### src/rtl/wrr_if.sv
// wrr_if: request, priority-update and grant bundle for wrr_weight_scheduler.
// The gnt_lock signal exists only when WRR_LOCK_EN is defined.
interface wrr_if #(
  parameter int NUM_REQ = 32,
  parameter int WEIGHT_W = 4
);
  logic [NUM_REQ-1:0] req;
  logic [WEIGHT_W-1:0] prio;
  logic [4:0] prio_id;
  logic prio_upt;
  logic [NUM_REQ-1:0] gnt;
  logic [4:0] gnt_id;
  logic gnt_vld;
`ifdef WRR_LOCK_EN
  logic gnt_lock;
  modport master (output req, prio, prio_id, prio_upt, gnt_lock, input gnt, gnt_id, gnt_vld);
  modport slave (input req, prio, prio_id, prio_upt, gnt_lock, output gnt, gnt_id, gnt_vld);
`else
  modport master (output req, prio, prio_id, prio_upt, input gnt, gnt_id, gnt_vld);
  modport slave (input req, prio, prio_id, prio_upt, output gnt, gnt_id, gnt_vld);
`endif
endinterface

### src/rtl/wrr_weight_scheduler.sv
// wrr_weight_scheduler: weighted round-robin grant scheduler with a per-requester weight table.
// Define WRR_LOCK_EN to add gnt_lock, which re-grants the current holder without spending credit.
module wrr_weight_scheduler #(
  parameter int NUM_REQ = 32,
  parameter int WEIGHT_W = 4,
  parameter int WEIGHT_RST = 1
) (
  input logic clk,
  input logic rst,
  wrr_if.slave bus
);
  localparam int IW = $clog2(NUM_REQ);
  logic [WEIGHT_W-1:0] weight [NUM_REQ];
  logic [WEIGHT_W-1:0] credit [NUM_REQ];
  logic [WEIGHT_W-1:0] eff [NUM_REQ];
  logic [NUM_REQ-1:0] elig, has_cred;
  logic [IW-1:0] ptr, sel, ptr_nxt, jx;
  logic found, reload, hold, upt;
`ifdef WRR_LOCK_EN
  logic [IW-1:0] gnt_idx;
  assign gnt_idx = bus.gnt_id[IW-1:0];
  assign hold = bus.gnt_lock && bus.gnt_vld && bus.req[gnt_idx];
`else
  assign hold = 1'b0;
`endif
  assign upt = bus.prio_upt && int'(bus.prio_id) < NUM_REQ;
  always_comb begin
    for (int i = 0; i < NUM_REQ; i++) begin
      elig[i] = bus.req[i] && weight[i] != '0;
      has_cred[i] = elig[i] && credit[i] != '0;
    end
    // reload in the same cycle as the grant so a new round starts without a bubble
    reload = ~|has_cred && |elig;
    for (int i = 0; i < NUM_REQ; i++) eff[i] = reload ? weight[i] : credit[i];
    found = 1'b0;
    sel = ptr;
    jx = ptr;
    for (int k = 0; k < NUM_REQ; k++) begin
      jx = IW'(int'(ptr) + k >= NUM_REQ ? int'(ptr) + k - NUM_REQ : int'(ptr) + k);
      if (!found && elig[jx] && eff[jx] != '0) begin
        found = 1'b1;
        sel = jx;
      end
    end
    ptr_nxt = eff[sel] > WEIGHT_W'(1) ? sel : sel == IW'(NUM_REQ - 1) ? '0 : sel + 1'b1;
  end
  always_ff @(posedge clk) begin
    if (rst) begin
      for (int i = 0; i < NUM_REQ; i++) begin
        weight[i] <= WEIGHT_W'(WEIGHT_RST);
        credit[i] <= WEIGHT_W'(WEIGHT_RST);
      end
      ptr <= '0;
      bus.gnt <= '0;
      bus.gnt_id <= '0;
      bus.gnt_vld <= 1'b0;
    end else begin
      bus.gnt_vld <= hold || found;
      bus.gnt <= hold ? bus.gnt : found ? NUM_REQ'(1) << sel : '0;
      if (!hold && found) begin
        bus.gnt_id <= 5'(sel);
        ptr <= ptr_nxt;
        for (int i = 0; i < NUM_REQ; i++) credit[i] <= IW'(i) == sel ? eff[i] - 1'b1 : eff[i];
      end
      // a weight write also overwrites any same-cycle credit decrement
      if (upt) begin
        weight[bus.prio_id[IW-1:0]] <= bus.prio;
        credit[bus.prio_id[IW-1:0]] <= bus.prio;
      end
    end
  end
endmodule

### src/flat_wrapper.sv
// flat-port wrapper written by rule: the top's interface ports become plain ports
module wrr_weight_scheduler_flat 
#(
  parameter int NUM_REQ = 32,
  parameter int WEIGHT_W = 4,
  parameter int WEIGHT_RST = 1
)
  (clk, rst, bus_req, bus_prio, bus_prio_id, bus_prio_upt, bus_gnt, bus_gnt_id, bus_gnt_vld);
  wrr_if #(.NUM_REQ(NUM_REQ), .WEIGHT_W(WEIGHT_W)) bus_i ();
  input logic clk;
  input logic rst;
  input wire logic [$bits(bus_i.req)-1:0] bus_req;
  input wire logic [$bits(bus_i.prio)-1:0] bus_prio;
  input wire logic [$bits(bus_i.prio_id)-1:0] bus_prio_id;
  input wire logic [$bits(bus_i.prio_upt)-1:0] bus_prio_upt;
  output wire logic [$bits(bus_i.gnt)-1:0] bus_gnt;
  output wire logic [$bits(bus_i.gnt_id)-1:0] bus_gnt_id;
  output wire logic [$bits(bus_i.gnt_vld)-1:0] bus_gnt_vld;
  assign bus_i.req = bus_req;
  assign bus_i.prio = bus_prio;
  assign bus_i.prio_id = bus_prio_id;
  assign bus_i.prio_upt = bus_prio_upt;
  assign bus_gnt = bus_i.gnt;
  assign bus_gnt_id = bus_i.gnt_id;
  assign bus_gnt_vld = bus_i.gnt_vld;
  wrr_weight_scheduler #(.NUM_REQ(NUM_REQ), .WEIGHT_W(WEIGHT_W), .WEIGHT_RST(WEIGHT_RST)) u_core (.clk(clk), .rst(rst), .bus(bus_i));
endmodule
### config.mk
export PLATFORM = sky130hd
export DESIGN_NAME = wrr_weight_scheduler_flat
export DESIGN_NICKNAME = d
export VERILOG_FILES = /design/src/rtl/wrr_if.sv /design/src/rtl/wrr_weight_scheduler.sv /design/src/flat_wrapper.sv
export SDC_FILE = /design/constraint.sdc
export NUM_CORES = 1
export LEC_CHECK = 0
export ABC_AREA = 1
export CAP_MARGIN = 15
export CORE_MARGIN = 1
export CORE_UTILIZATION = 35
export CTS_BUF_LIST = sky130_fd_sc_hd__clkbuf_16
export CTS_CLUSTER_SIZE = 25
export DETAILED_ROUTE_END_ITERATION = 10
export PLACE_DENSITY = 0.56
export SLEW_MARGIN = 10
export SYNTH_ARGS = -nofsm -noshare
export SYNTH_HDL_FRONTEND = slang
export SYNTH_SLANG_ARGS = --single-unit
### constraint.sdc
create_clock -name clk -period 14.85 [get_ports clk]
set_input_delay 2.97 -clock clk [delete_from_list [all_inputs] [get_ports clk]]
set_output_delay 2.97 -clock clk [all_outputs]
set_load 0.05 [all_outputs]
# ---- Word level (Yosys, flattened, before mapping)
# Memories as Yosys holds them, arrays and structs flattened.
# Index checks and enable logic that the tools add are counted.
# W data, S select, Z words.
dict set report totals {
  regBits 43
  latch_bits 0
  ram_bits 256
  romBits 0
  inputBits 44
  output_inout_bits 38
  wordCells 928
  memories 2
}
dict set report classes {
  n_addsub 96
  multipliers 0
  n_div 0
  order_cmp 98
  n_eq_ne 32
  shifts 1
  n_mux 368
  bitwise 66
  n_reduce_logical 261
}
# memory depth width read_ports rd_clocked_by_memory_dff wr line
set mem_list {}
lappend mem_list {u_core.credit 32 4 32 0 33 wrr_weight_scheduler.sv:14} ;# logic [WEIGHT_W-1:0] credit [NUM_REQ];
lappend mem_list {u_core.weight 32 4 32 0 32 wrr_weight_scheduler.sv:13} ;# logic [WEIGHT_W-1:0] weight [NUM_REQ];
# operator n
set ops {}
lappend ops {{$bmux W4 S5} 33}
lappend ops {{$mux W4} 163}
lappend ops {{$ge A6 B6 Y1 const B} 64}
lappend ops {{$reduce_bool A4 Y1} 96}
lappend ops {{$mux W5} 67}
lappend ops {{$not A5 Y6} 33}
lappend ops {{$lt A5 B6 Y1 const B} 32}
lappend ops {{$bmux W1 S5} 32}
lappend ops {{$sub A5 B1 Y5 const B} 32}
lappend ops {{$logic_and A1 B1 Y1} 128}
lappend ops {{$sub A4 B1 Y4 const B} 32}
lappend ops {{$add A5 B5 Y6 const B} 16}
lappend ops {{$eq A5 B5 Y1 const A} 16}
lappend ops {{$mux W1} 73}
lappend ops {{$reduce_or A32 Y1} 2}
lappend ops {{$add A5 B4 Y6 const B} 8}
lappend ops {{$eq A4 B5 Y1 const A} 8}
lappend ops {{$logic_not A1 Y1} 32}
lappend ops {{$or A1 B1 Y1} 32}
lappend ops {{$shl A1 B5 Y32 const A} 1}
lappend ops {{$add A5 B3 Y6 const B} 4}
lappend ops {{$eq A3 B5 Y1 const A} 4}
lappend ops {{$add A5 B2 Y6 const B} 2}
lappend ops {{$eq A2 B5 Y1 const A} 2}
lappend ops {{other kinds (10)} 10}

# ---- Depth between registers and ports, before layout
# An unclocked memory read counts as a cell.
dict set report depth {
  word_depth 144
  ltp_mapped 74
  ltp_nobuf 72
}

# ---- Least setup slack after synthesis
# Ideal clock, no wire load.
dict set report synth_path {
  path_type {input to register}
  start {in bus_req[28]}
  end {mem u_core.credit[31][3] (data pin)}
  setup_ns 0.265
  t_arrival_ns 8.840
  required_time_ns 14.585
  slack_ns 5.745
  cell_stages 53
  path_buffers 5
  path_cell_list {nand2_1 nand2_1 nor2_1 nand2_1 nor2_2 nand2_2 nand3_4 buf_8 buf_8 buf_8 nand2_1 o21ai_1 nand2_1 nand3_1 nand3_1 nand3_1 nand2_1 nor2_2 [17 not listed] nor2_4 o21ai_2 nor2_4 nand4_2 buf_6 nand2_1 inv_2 a21oi_4 buf_6 ha_1 inv_1 nor2_1 ha_1 inv_1 nor2_1 nand4_1 xor2_1 o22ai_1}
}
# element line
set synth_rtl {}
lappend synth_rtl {{start: declaration} flat_wrapper.sv:12} ;# input wire logic [$bits(bus_i.req)-1:0] bus_req;
lappend synth_rtl {{end: declaration} wrr_weight_scheduler.sv:14}

==> metrics.txt <==
CP max-delay cell=nand3_4; first-pass GRT wire length=between 200 and 250 mm; status=complete, no violations; root buffer cell=clkbuf_16; Clock Latency Late Sink=0.59 ns; CTS hold repair buffers=0; Pre-antenna DRT Iters=6; syn_nets=4911; CP peak stage delay=0.71 ns; total gr overflow=0; commonest non-fill, non-tap cells in the layout=1451 x nand2_1, 716 x nand3_1, 563 x nor2_1; Unique masters post-synth=74; Post-Synthesis Cells=4815; Ports=82; H-Tree Depth=2; Fin. Hold Viols=0; CTS max path bufs=3; clock sinks=roughly 300; min cycle time layout=between 10 and 15 ns; relative slew slack=24.2%; Max Clk Rate=77.4 MHz; remaining antenna violation count=0; class of the worst hold path=reg2reg; critical path arrival=13.24 ns; vias in the first global route=about 31000; area grow syn2layout=8.74%; DRC Markers=0; Reg clk slew, reported paths=roughly 0.060 ns; footprint of the multi-input gates=0.0183 mm2; FF+latch count, synth=299; # setup viols final=0; crit-path most repeated cell=nand2_1; Vias/cell=5.73; Synth Cell Area=0.0300 mm2; Most used DFF post-synth=edfxtp_1; clock skew=between 0.05 and 0.06 ns; setup_tns=0 ns; DR vias=34000; initial antenna violation count=0; largest net degree at the start of global routing=129; CTS resizes=0; Reg area=0.00856 mm2; CP endpoint kind=flop; Initial Utilization=around a third; Cell Rows=107; TritonCTS clock tree=built; RePlAce Congestion=roughly 1.1; Ys Warns=0; async set-reset flop share out of synthesis=0%; fillcell total=9424; number of flops mapped to enable cells by yosys=256; input/output buffers=around 80; CTS Buf Count=37; Worst Path Max Fanout=68; Worst setup SP type=input port; RSZ-0062 raised after global routing=false; CP Class=in2reg; Max-Cap Viols=0; DIE WIDTH=between 200 and 300 um; Initial DRC Count=between 4000 and 5000; Post CTS Setup Buffer Count=0; die area=0.0870 mm2; Slew @ Worst Pin=1.14 ns; Total Wirelength=140 mm; DP HPWL=106 mm; post-synthesis sequential area ratio=28.5%; Avg Inst Size Synth=around 6.2 um2; DR WL/cell=roughly 24 um; commonest non-fill, non-tap cell in the layout=nand2_1; core area=0.0851 mm2; pins over their slew limit=0; fin crit share=87.0%; Final #Nets=4857; share of layout cells above drive strength 1=under 10%; gr usage total=31.6%; Die Y=295 um; Critical Path RT=15.17 ns
kinds of logic after synthesis:
group                      share of synthesized area (%)
AOI/OAI and AO/OA                                   12.1
xor gates and xnor gates                            1.14
adders and majority gates                           2.17
buffers and inverters                               10.9
DFF                                                 28.5
muxes                                              0.770
and+or+nand+nor                                     44.5
registers in the layout, summed over array words and instances, names as in the netlist:
name                cells
u_core.bus.gnt         32
u_core.bus.gnt_id       5
u_core.bus.gnt_vld      1
u_core.credit         128
u_core.ptr              5
u_core.weight         128
worst max-delay path: cells and delay by family:
kind,cells,cell delay [ns]
xor gates and xnor gates,1,0.15
adders and majority gates,2,0.82
and+or+nand+nor,37,6.35
buffers and inverters,6,1.83
AOI/OAI and AO/OA,7,0.97
per-layer routing:
metal	wire, um	track usage [%]
met1	59200	43.6
met2	59000	47.3
met3	14100	4.77
met4	8020	16.5
met5	0	0
layout make-up:
class	count	share of cell area, %
inverters	494	5.69
multi-input cells	3782	56.0
clock buffers	38	2.91
diodes	1	0.00766
repair buffers	147	4.13
flip-flops and latches	299	26.2
clock inverters	28	0.686
well taps	1144	4.38
Yosys cell counts, drive strengths merged, types with 12 or more instances:
cell / number / area share [%]
inv: 488 / 6.1
nor2: 588 / 7.8
o211ai: 39 / 0.99
edfxtp: 256 / 26
ha: 52 / 2.2
clkbuf: 114 / 1.4
o21ai: 369 / 6.5
mux2i: 22 / 0.73
dfxtp: 43 / 2.9
a21oi: 67 / 1.3
a31oi: 12 / 0.25
buf: 124 / 3.2
a211oi: 15 / 0.37
nand2: 1490 / 19
o22ai: 44 / 0.92
nand3: 721 / 12
nand4: 177 / 3.9
a31o: 36 / 1.0
nor3: 31 / 0.53
and2: 33 / 0.69
xor2: 31 / 0.90
final timing paths:
check	startpoint	to	slack [ns]	cells past startpoint
worst min-delay path	u_core.bus.gnt_id[2]	u_core.bus.gnt_id[2]	0.45	2
worst max register to register	u_core.ptr[1]	u_core.credit[31][3]	3.89	39
worst min register to register	u_core.bus.gnt_id[2]	u_core.bus.gnt_id[2]	0.45	2
worst max-delay path	bus_req[15]	u_core.credit[31][3]	1.93	53
metrics by stage:
stage,hold WS (ns),util (%),cell area [um2],worst slack (ns),cells
3_5_place_dp,0.445,37.0,31500,1.67,5865
2_1_floorplan,0.673,-,30000,5.74,4815
6_report,0.454,38.4,32700,1.93,5933
4_1_cts,0.455,38.4,32700,2.27,5931
3_3_place_gp,0.441,37.0,31500,1.82,5865
5_1_grt,0.467,38.4,32700,1.52,5932
Power is left out: the tool's default activity adds up to more than one toggle a clock period on the data nets, which glitch-free logic cannot reach.
